`config.mk`:
```
export PLATFORM = sky130hd
export DESIGN_NAME = icache_direct
export DESIGN_NICKNAME = d
export VERILOG_FILES = /design/src/rtl/icache_direct.sv
export SDC_FILE = /design/constraint.sdc
export NUM_CORES = 2
export LEC_CHECK = 0
export CAP_MARGIN = 20
export CORE_MARGIN = 2
export CORE_UTILIZATION = 35
export CTS_BUF_LIST = sky130_fd_sc_hd__clkbuf_16
export CTS_CLUSTER_DIAMETER = 150
export DETAILED_ROUTE_END_ITERATION = 6
export DONT_BUFFER_PORTS = 1
export HOLD_SLACK_MARGIN = 0.03
export RECOVER_POWER = 25
export SLEW_MARGIN = 15
export SYNTH_ARGS = -nofsm -noshare
export SYNTH_HDL_FRONTEND = slang
export SYNTH_SLANG_ARGS = --single-unit
export TNS_END_PERCENT = 10
```
`constraint.sdc`:
```
create_clock -name clk -period 4.1 [get_ports clk]
set_input_delay 0.205 -clock clk [delete_from_list [all_inputs] [get_ports clk]]
set_output_delay 0.205 -clock clk [all_outputs]
set_load 0.01 [all_outputs]
```
`src/rtl/icache_direct.sv`:
```
// rtl/icache_direct.sv - direct-mapped, one-word-per-line instruction cache
// Optional hit/miss counters are built when ICACHE_STATS_EN is defined.
module icache_direct #(
  parameter int INDEX_BITS = 6
) (
  input  logic        clk,
  input  logic        rst,
  input  logic        rdy,
  input  logic        if_req,
  input  logic [31:0] if_pc,
  output logic        if_ready,
  input  logic        flush,
  output logic        ins_valid,
  output logic [31:0] ins,
  input  logic        mem_enable,
  output logic        mem_req,
  output logic [31:0] mem_addr,
  input  logic        mem_ins_rdy,
  input  logic [31:0] mem_ins,
  output logic [31:0] hit_count,
  output logic [31:0] miss_count
);
  localparam int LINES = 1 << INDEX_BITS;
  localparam int TAG_W = 30 - INDEX_BITS;

  typedef enum logic [1:0] {IDLE, MISS_REQ, MISS_WAIT, MISS_DRAIN} state_t;

  state_t                r_state;
  logic [LINES-1:0]      r_valid;
  logic [TAG_W-1:0]      r_tag  [LINES];
  logic [31:0]           r_data [LINES];
  logic                  r_ins_valid;
  logic [31:0]           r_ins;
  logic                  r_mem_req;
  logic [31:0]           r_mem_addr;

  logic [INDEX_BITS-1:0] w_idx;
  logic [INDEX_BITS-1:0] w_fill_idx;
  logic [TAG_W-1:0]      w_tag;
  logic [TAG_W-1:0]      w_fill_tag;
  logic                  w_hit;
  logic                  w_lookup;
  logic                  w_fill;

  assign w_idx      = if_pc[INDEX_BITS+1:2];
  assign w_tag      = if_pc[31:INDEX_BITS+2];
  assign w_hit      = r_valid[w_idx] && (r_tag[w_idx] == w_tag);
  assign w_lookup   = (r_state == IDLE) && if_req && !flush;
  // The outstanding miss address doubles as the fill address.
  assign w_fill_idx = r_mem_addr[INDEX_BITS+1:2];
  assign w_fill_tag = r_mem_addr[31:INDEX_BITS+2];
  assign w_fill     = rdy && mem_ins_rdy && ((r_state == MISS_WAIT) || (r_state == MISS_DRAIN));

  assign if_ready   = (r_state == IDLE) && !rst;
  assign ins_valid  = r_ins_valid;
  assign ins        = r_ins;
  assign mem_req    = r_mem_req;
  assign mem_addr   = r_mem_addr;

  // Tag/data arrays carry no reset; the valid bits gate every use.
  always_ff @(posedge clk) begin
    if (!rst && w_fill) begin
      r_tag[w_fill_idx]  <= w_fill_tag;
      r_data[w_fill_idx] <= mem_ins;
    end
  end

  always_ff @(posedge clk) begin
    if (rst) begin
      r_state     <= IDLE;
      r_valid     <= '0;
      r_ins_valid <= 1'b0;
      r_ins       <= '0;
      r_mem_req   <= 1'b0;
      r_mem_addr  <= '0;
    end else if (rdy) begin
      r_ins_valid <= 1'b0;
      r_mem_req   <= 1'b0;
      case (r_state)
        IDLE: begin
          if (w_lookup) begin
            if (w_hit) begin
              r_ins       <= r_data[w_idx];
              r_ins_valid <= 1'b1;
            end else begin
              r_mem_addr <= if_pc & 32'hFFFF_FFFC;
              r_state    <= MISS_REQ;
            end
          end
        end
        MISS_REQ: begin
          if (flush) begin
            r_state <= IDLE;
          end else if (mem_enable) begin
            r_mem_req <= 1'b1;
            r_state   <= MISS_WAIT;
          end
        end
        MISS_WAIT: begin
          if (mem_ins_rdy) begin
            r_valid[w_fill_idx] <= 1'b1;
            if (!flush) begin
              r_ins       <= mem_ins;
              r_ins_valid <= 1'b1;
            end
            r_state <= IDLE;
          end else if (flush) begin
            r_state <= MISS_DRAIN;
          end
        end
        MISS_DRAIN: begin
          if (mem_ins_rdy) begin
            r_valid[w_fill_idx] <= 1'b1;
            r_state             <= IDLE;
          end
        end
        default: r_state <= IDLE;
      endcase
    end
  end

`ifdef ICACHE_STATS_EN
  logic [31:0] r_hit_count;
  logic [31:0] r_miss_count;

  always_ff @(posedge clk) begin
    if (rst) begin
      r_hit_count  <= '0;
      r_miss_count <= '0;
    end else if (rdy && w_lookup) begin
      if (w_hit) r_hit_count  <= r_hit_count + 32'd1;
      else       r_miss_count <= r_miss_count + 32'd1;
    end
  end

  assign hit_count  = r_hit_count;
  assign miss_count = r_miss_count;
`else
  assign hit_count  = '0;
  assign miss_count = '0;
`endif

endmodule

```
==> out/metrics.csv <==
stage;metric;value;unit
grt;first-pass GRT wire length;589000;um
detailed_routing;wire per inst;34.3;um
placement;Place WS;-1.41;ns
sta;Slew Limit Headroom;-0.942;
detailed_routing;via density per instance;5.77;
detailed_routing;1st-pass router iterations;7;
synthesis;sequential share of the synthesized area;0.769;
floorplanning;row count;234;
placement;# port buffers;0;
finish;area grow syn2layout;16.0;%
finish;most frequent cells in the layout;3584 x edfxtp_1, 975 x mux4_2, 383 x clkbuf_16;
floorplanning;Die X;644;um
sta;Final WS setup;-0.00714;ns
sta;max-slew violations;2112;
clock_network;clk_lat worst skew;0.95;ns
detailed_routing;First DRT Iteration DRCs;10300;
clock_network;root buf cell;clkbuf_16;
finish;most common cell after layout, fill and taps aside;edfxtp_1;
outcome;status;finished with violations;
synthesis;Post-synth EDFFs;3584;
sta;Setup-failing EPs final;9;
outcome;failing checks;DRC, hold timing, capacitance limit, slew limit, setup timing;
pwr;Leakage;54.0;nW
critical_path;Critical Path Sink Type;register;
clock_network;Clk pin slew, worst setup/hold paths;0.06;ns
floorplanning;Ports;202;
critical_path;crit path DAT;4.93;ns
sta;Worst Hold Margin;-0.0195;ns
synthesis;Post-synth ARST share;0;
grt;GR Util met3;0.0396;
pwr;PwrDens;471;mW/mm2
critical_path;worst setup path category;reg2reg;
sta;Hold Vio Cnt, Final;1;
critical_path;worst endpoint required time;4.92;ns
clock_network;H-tree Lvls;5;
floorplanning;Core Area;0.407;mm2
clock_network;Sink Count;3714;
placement;detailed placement HPWL;221000;um
critical_path;crit path max fanout;16;
grt;Top Usage Layer GRT;met2;
run;max_cap viols;32;
sta;Max Freq;243;MHz
hold_path;min-delay worst type;in2reg;
grt;met2 Use GR;0.326;
sta;setup total negative slack;-0.0218;ns
synthesis;flops & latches, synth;3714;
sta;fin crit share;1.00;
finish;ratio of cells with drive above 1 in the final layout;0.282;
floorplanning;die footprint;0.414;mm2
synthesis;Yosys warning total;0;
clock_network;TritonCTS clock tree;yes;
floorplanning;Die Y;644;um
detailed_routing;DRC;2;
finish;Nets;7027;
synthesis;Top FF cell, synth;edfxtp_1;
synthesis;Mapped Area;0.143;mm2
grt;vias in the first global route;71500;
detailed_routing;vias;73300;
grt;initial antenna violation count;30;
grt;largest net degree at the start of global routing;478;
pwr;maximum vdd drop;0.000389;V
synthesis;Post-Syn Instances;6422;
sta;minimum clock period;4.11;ns
sta;Setup Skew;0.0333;ns
detailed_routing;post-route ant nets;0;
sta;Slew @ Worst Pin;2.91;ns
clock_network;clock buffer depth;4;
detailed_routing;final WL;435000;um
grt;GR Layer Usage met1;0.285;
placement;placer congestion estimate;0.792;
grt;GRT Util Overall;0.204;
clock_network;CTS buffer count;374;
synthesis;count of cell types in the netlist;64;
grt;grt ovf;0;
floorplanning;initial core utilization;0.352;
synthesis;Mean Syn Cell Area;22.3;um2
critical_path;Critical Path Source Type;register;
sta;RSZ-0062 raised after global routing;yes;
-- report_power, final --
group | leakage, nW | internal [mW] | switching (mW)
sequential | 35.1 | 41.5 | 0.113
clock | 6.07 | 18.8 | 14.5
combinational | 12.8 | 1.48 | 1.89
total | 54.0 | 61.8 | 16.5
-- synthesized netlist by cell type, types with 8 or more instances --
cell,instances,area [um2]
a2111oi_0,11,96.3
a211oi_1,10,75.1
a21oi_1,78,390
a221oi_1,15,131
a22oi_1,112,841
a32oi_1,8,70.1
and2_1,17,106
and3_1,12,75.1
buf_1,43,161
buf_2,130,651
buf_4,90,676
clkbuf_1,155,582
dfxtp_1,130,2600
edfxtp_1,3584,108000
inv_1,71,267
mux2_2,12,135
mux2_4,29,435
mux2i_1,269,2690
mux4_2,975,22000
nand2_1,164,616
nand2b_1,69,432
nand3_1,46,230
nand4_1,12,75.1
nor2_1,109,409
nor2b_1,54,338
nor3_1,8,40.0
o21ai_0,17,85.1
o22ai_1,72,450
xnor2_1,13,114
xor2_1,13,114
-- worst paths after layout --
check / startpoint / end / slack, ns / depth (start not counted)
setup reg to reg: r_tag[3][19] / ins[29] / -0.007 / 13
hold reg to reg: r_valid[0] / r_valid[0] / 0.47 / 2
hold / removal: rdy / r_state[0] / -0.02 / 3
setup / recovery: r_tag[3][19] / ins[29] / -0.007 / 13
-- registers in the layout, indices dropped and copies added, names as in the netlist --
signal,flops
r_data,2048
mem_req,1
r_state,2
ins,32
r_tag,1536
r_valid,64
mem_addr,30
ins_valid,1
-- routing by layer --
| metal | vias up | part of all wire |
|---|---|---|
| met5 | - | 0.00016 |
| met4 | 10 | 0.029 |
| met1 | 40300 | 0.40 |
| met3 | 673 | 0.10 |
| met2 | 4285 | 0.47 |
| li1 | 28000 | - |
-- logic make-up after synthesis --
family,share of synthesized area
DFF,0.769
muxes,0.176
and+or+nand+nor,0.0181
buffers and inverters,0.0169
AOI/OAI and AO/OA,0.0178
xor gates and xnor gates,0.00159
other,0.0000262
-- critical path, cell delays in order (launching register included) --
cell and delay (ns):
edfxtp_1 0.39, mux4_2 0.47, mux4_2 0.54, xnor2_2 0.18, o21ai_1 0.08, a221o_1 0.37
or4_4 0.50, a2111oi_4 0.28, buf_4 0.16, and4_4 0.24, a31oi_4 0.10, buf_12 0.18
buf_12 0.16, mux2_4 0.31
-- what timing repair did --
action                     4_1_cts  5_1_grt
hold buffers                   120        0
hold endpoints to repair      2178        0
cloned                           3        4
setup endpoints to repair       63       64
pin swaps                        4        0
buffers inserted                 1        0
gates resized for setup          9        2
-- through the flow --
step	cells	hold WS [ns]	power (mW)	area, um2	util
6_report	12700	-0.0195	78.3	166000	0.408
2_1_floorplan	6487	0.304	44.4	143000	-
4_1_cts	12700	0.0384	78.7	167000	0.409
3_5_place_dp	11900	0.313	45.2	153000	0.376
5_1_grt	12700	0.0707	80.4	166000	0.408
3_3_place_gp	11900	0.308	45.2	153000	0.376
-- area by class of cell --
type | instances | area (um2)
clock buffers | 379 | 9480
diodes | 12 | 30.0
clock inverters | 298 | 2360
flip-flops and latches | 3714 | 110000
multi-input cells | 2276 | 31400
fillers | 35200 | 241000
repair buffers | 518 | 5540
inverters | 72 | 280
well taps | 5428 | 6790
No activity file was read; power rests on OpenSTA's default activity.
